### src/rtl/rr_reg_arbiter.sv
// Round-robin arbiter sharing one W-bit register among N requesters, with HOLD cool-down cycles after each grant.
// Optional RR_GNT_CNT_EN adds a saturating 16-bit grant counter output (gnt_cnt).
module rr_reg_arbiter #(
    parameter int N    = 4,
    parameter int W    = 8,
    parameter int HOLD = 2,
    localparam int PW  = $clog2(N),
    localparam int CW  = (HOLD > 1) ? $clog2(HOLD) : 1
) (
    input  logic           clk,
    input  logic           rst,
    input  logic [N-1:0]   req,
    input  logic [N*W-1:0] data_in,
    output logic [N-1:0]   gnt,
    output logic [W-1:0]   q,
    output logic           q_valid,
    output logic [PW-1:0]  owner,
    output logic           busy
`ifdef RR_GNT_CNT_EN
    ,
    output logic [15:0]    gnt_cnt
`endif
);

    typedef enum logic [1:0] {IDLE, GRANT, COOL} state_t;

    state_t        state_q, state_d;
    logic [PW-1:0] ptr_q, ptr_d;
    logic [CW-1:0] cnt_q, cnt_d;
    logic [N-1:0]  gnt_q, gnt_d;
    logic [W-1:0]  data_q, data_d;
    logic          qv_q, qv_d;
    logic [PW-1:0] owner_q, owner_d;

    logic          found;
    logic [PW-1:0] win;
    logic [PW:0]   sum;
    logic [PW-1:0] cand;

    // Search from the pointer upward with wrap-around; first set bit wins.
    always_comb begin
        found = 1'b0;
        win   = '0;
        sum   = '0;
        cand  = '0;
        for (int i = 0; i < N; i++) begin
            sum = {1'b0, ptr_q} + (PW+1)'(i);
            if (sum >= (PW+1)'(N)) begin
                sum = sum - (PW+1)'(N);
            end
            cand = sum[PW-1:0];
            if (!found && req[cand]) begin
                found = 1'b1;
                win   = cand;
            end
        end
    end

    always_comb begin
        state_d = state_q;
        ptr_d   = ptr_q;
        cnt_d   = cnt_q;
        gnt_d   = '0;
        qv_d    = 1'b0;
        data_d  = data_q;
        owner_d = owner_q;
        case (state_q)
            IDLE: begin
                if (found) begin
                    gnt_d[win] = 1'b1;
                    data_d     = data_in[win*W +: W];
                    owner_d    = win;
                    qv_d       = 1'b1;
                    ptr_d      = (win == PW'(N-1)) ? '0 : win + PW'(1);
                    state_d    = GRANT;
                end
            end
            GRANT: begin
                if (HOLD == 0) begin
                    state_d = IDLE;
                end else begin
                    state_d = COOL;
                    cnt_d   = CW'(HOLD-1);
                end
            end
            COOL: begin
                if (cnt_q == '0) begin
                    state_d = IDLE;
                end else begin
                    cnt_d = cnt_q - CW'(1);
                end
            end
            default: state_d = IDLE;
        endcase
    end

    always_ff @(posedge clk or negedge rst) begin
        if (!rst) begin
            state_q <= IDLE;
            ptr_q   <= '0;
            cnt_q   <= '0;
            gnt_q   <= '0;
            data_q  <= '0;
            qv_q    <= 1'b0;
            owner_q <= '0;
        end else begin
            state_q <= state_d;
            ptr_q   <= ptr_d;
            cnt_q   <= cnt_d;
            gnt_q   <= gnt_d;
            data_q  <= data_d;
            qv_q    <= qv_d;
            owner_q <= owner_d;
        end
    end

    assign gnt     = gnt_q;
    assign q       = data_q;
    assign q_valid = qv_q;
    assign owner   = owner_q;
    assign busy    = (state_q != IDLE);

`ifdef RR_GNT_CNT_EN
    logic [15:0] gcnt_q;

    always_ff @(posedge clk or negedge rst) begin
        if (!rst) begin
            gcnt_q <= '0;
        end else if (state_q == IDLE && found && gcnt_q != 16'hFFFF) begin
            gcnt_q <= gcnt_q + 16'd1;
        end
    end

    assign gnt_cnt = gcnt_q;
`endif

endmodule

### config.mk
export PLATFORM = sky130hd
export DESIGN_NAME = rr_reg_arbiter
export DESIGN_NICKNAME = d
export VERILOG_FILES = /design/src/rtl/rr_reg_arbiter.sv
export SDC_FILE = /design/constraint.sdc
export NUM_CORES = 1
export LEC_CHECK = 0
export BUFFER_PORTS_ARGS = -buffer_cell sky130_fd_sc_hd__buf_4
export CORE_AREA = 2 2 63 47
export CTS_CLUSTER_DIAMETER = 50
export DETAILED_ROUTE_END_ITERATION = 7
export DIE_AREA = 0 0 65 49
export PLACE_DENSITY = 0.8
export SLEW_MARGIN = 20
export SYNTH_ARGS = -nofsm -noshare
export SYNTH_HDL_FRONTEND = slang
export SYNTH_SLANG_ARGS = --single-unit
export TNS_END_PERCENT = 30
### constraint.sdc
create_clock -name clk -period 4.54 [get_ports clk]
set_clock_uncertainty 0.15 [all_clocks]
set_input_delay 0.227 -clock clk [delete_from_list [all_inputs] [get_ports clk]]
set_output_delay 0.227 -clock clk [all_outputs]
set_load 0.02 [all_outputs]
==> results.txt <==
max-cap violations: 0
Antenna Nets Post-Route: 0
sequential share of the synthesized area: 0.408
EDFF count, synth: 0
first-iteration detailed-routing DRC count: 29
Core Region: 0.00262 mm²
Crit Path Category: register to register
required time worst endpoint: 4.53 ns
final setup vio count: 0
Hold Crit Start: data_in[12]
CTS-repair resized insts: 0
die area: 0.00319 mm²
htree depth: 1
total wire length: 3.08 mm
Startpoint Class: register
Site Rows: 16
final hold vios: 0
hold crit path type: input port to register
Slew Limit Headroom: 0.596
Sum Neg Setup Slack: 0 ns
result of the run: completed
Synth warnings: 0
Die H: 49 µm
clk sink count: 20
Remaining DRCs: 0
Mapped Nets: 165
io pins: 54
Final Cycle Share: 0.433
vias in the first global route: 1061
most frequent CP cell: nand2_1
worst hold path depth: 3
worst-path fanout max: 12
Synth area leaders: dfrtp_1 (41%), mux2i_1 (7.3%), nand2_1 (5.2%), a21bo_2 (4.9%), o211ai_1 (4.9%)
Reg clk slew, reported paths: 0.07 ns
global-route wire length before repair: 4.79 mm
drt pass-1 iters: 4
grt total ovfl: 0
Worst-Margin Slew: 0.606 ns
reg2reg end: ptr_q[1]
post-synth top area share: 0.408
pin count of the biggest net entering global routing: 21
Layout Nets: 219
FMAX: 0.508 GHz
Worst EP arrival: 1.96 ns
dpl hpwl: 2.42 mm
worst path cell trace: nand2b_4 -> a21o_1 -> nand3_4 -> inv_1 -> ha_1 -> nand2_1 -> nand2_1
Unique masters post-synth: 31
ys flop type: dfrtp_1
IO Port Bufs: 53
Slew Limit Fails: 0
#FFs+latches synth: 20
WP buf/inv: 1
family with the most delay on the worst path: simple AND/OR/NAND/NOR gates
gr usage total: 0.202
Layout Area Growth over Synthesis: 36.7%
Reg2Reg Launch Point: ptr_q[1]
clk root buf: clkbuf_8
clock buffer count from CTS: 3
clk_lat worst skew: 0.25 ns
final worst path period need: 1.97 ns
fillers: 227
worst vdd ir: 0.000258 V
reg2reg setup slack: 2.57 ns
CTS tree: yes
cells after synthesis: 123
Critical-path top delay cell: dfrtp_1
ANT cells: 0
Async S/R FF share, synth: 1.00
FF-to-FF path depth: 7
initial antenna violation count: 0
synthesized area: 0.00123 mm²
Clock Path Buffers: 2
total power: 992 µW
Wirelength per Cell: 14.6 µm
fraction of layout instances using a drive strength above 1: 0.389
Power Density: 592 mW/mm²
via count: 1127
RSZ-0062 raised after global routing: false
Multi-input gate area: 659 µm²
GPL Wtd Cong: 0.752
register area: 500 µm²
slowest stage delay, CP: 0.47 ns
post-synth top area cell: dfrtp_1
initial core utilization: 0.468
CP endpoint kind: register
via/cell ratio: 5.34
Worst Hold Endpoint: q[4]
die width: 65 µm
leakage power: 0.000837 µW
syn avg cell area: 9.97 µm²
-- cell families after synthesis --
logic type	Yosys count	share of synthesized area
buffers and inverters	11	0.0541
DFF	20	0.408
adders and majority gates	4	0.0408
muxes	9	0.0735
and+or+nand+nor	42	0.185
AOI/OAI and AO/OA	37	0.239
-- power by group --
group / leakage (µW) / switching [µW] / total [µW] / internal [µW]
clock: 0.0000216 / 50.0 / 109 / 58.8
combinational: 0.000568 / 324 / 573 / 249
sequential: 0.000248 / 50.8 / 310 / 260
total: 0.000837 / 425 / 992 / 567
-- timing repair --
action / 4_1_cts / 5_1_grt
hold buffers: 1 / 0
setup buffers: 0 / 0
hold endpoints to repair: 20 / 0
-- final cells by class --
class / count / area share
well taps: 36 / 0.0269
repair buffers: 54 / 0.243
inverters: 6 / 0.0134
multi-input cells: 92 / 0.393
clock buffers: 3 / 0.0246
flip-flops and latches: 20 / 0.299
-- cell usage after synthesis, types with 2 or more instances --
cell / count
mux2i_1: 9
nor2_1: 8
a21bo_2: 6
o211ai_1: 8
a21o_1: 2
ha_1: 4
dfrtp_1: 20
nand4_1: 8
o31ai_1: 8
inv_1: 6
o21a_1: 2
a21bo_1: 2
a21oi_1: 4
buf_2: 2
and2_1: 2
nand2_1: 17
-- registers in the layout, indices dropped and copies added (netlist names) --
signal and flops:
cnt_q 1, gnt 4, owner 2, ptr_q 2, q 8, q_valid 1, state_q 2
-- layer usage --
metal  part of all wire  vias up  global-route usage
met5                  0        -                   0
met4              0.024        0               0.113
met3              0.051        6              0.0323
met2               0.49       38               0.320
met1               0.44      531               0.262
li1                   -      552                   -
-- cell usage in the layout (no fill, tap or decap), drive strengths merged --
master / Yosys / routed
o21ai: 4 / 4
and2: 2 / 2
a21bo: 8 / 8
dfrtp: 20 / 20
clkbuf: 0 / 3
ha: 4 / 4
mux2i: 9 / 9
a21o: 2 / 2
nand2b: 2 / 2
nand3: 1 / 1
nand4: 8 / 8
a211oi: 1 / 1
nor2: 8 / 8
o31ai: 8 / 8
buf: 5 / 53
nor3: 1 / 1
nor2b: 1 / 1
o211ai: 8 / 8
dlygate4sd3: 0 / 1
or2: 1 / 1
o21a: 2 / 2
nand2: 17 / 17
nor3b: 1 / 1
inv: 6 / 6
a21oi: 4 / 4
-- tightest hold or removal path: cells and delay by family --
family                 cells  cell delay [ns]
buffers and inverters      1             0.07
muxes                      1             0.05
AOI/OAI and AO/OA          1             0.15
-- metrics by stage --
| step | cell area, µm² | util | hold slack, ns | cells | setup slack (ns) |
|---|---|---|---|---|---|
| detailed placement | 1630 | 0.620 | -0.0347 | 207 | 2.51 |
| floorplan | 1230 | - | -0.219 | 123 | 2.74 |
| CTS | 1680 | 0.639 | 0.140 | 211 | 2.58 |
| finish | 1680 | 0.639 | 0.143 | 211 | 2.57 |
| global placement | 1630 | 0.620 | -0.0396 | 207 | 2.64 |
| global route | 1680 | 0.639 | 0.148 | 211 | 2.42 |
-- how the worst max path moves through the flow --
| stage | depth (start not counted) | endpoint | slack, ns | startpoint |
|---|---|---|---|---|
| after CTS | 7 | ptr_q[1] | 2.58 | ptr_q[1] |
| after global routing | 7 | ptr_q[1] | 2.42 | ptr_q[1] |
| after global placement | 7 | ptr_q[1] | 2.64 | ptr_q[1] |
| final | 7 | ptr_q[1] | 2.57 | ptr_q[1] |
| after floorplan | 9 | ptr_q[1] | 2.74 | ptr_q[1] |
| after detailed placement | 7 | q[2] | 2.51 | req[3] |
Note: power is estimated with default switching activity, not from simulation.
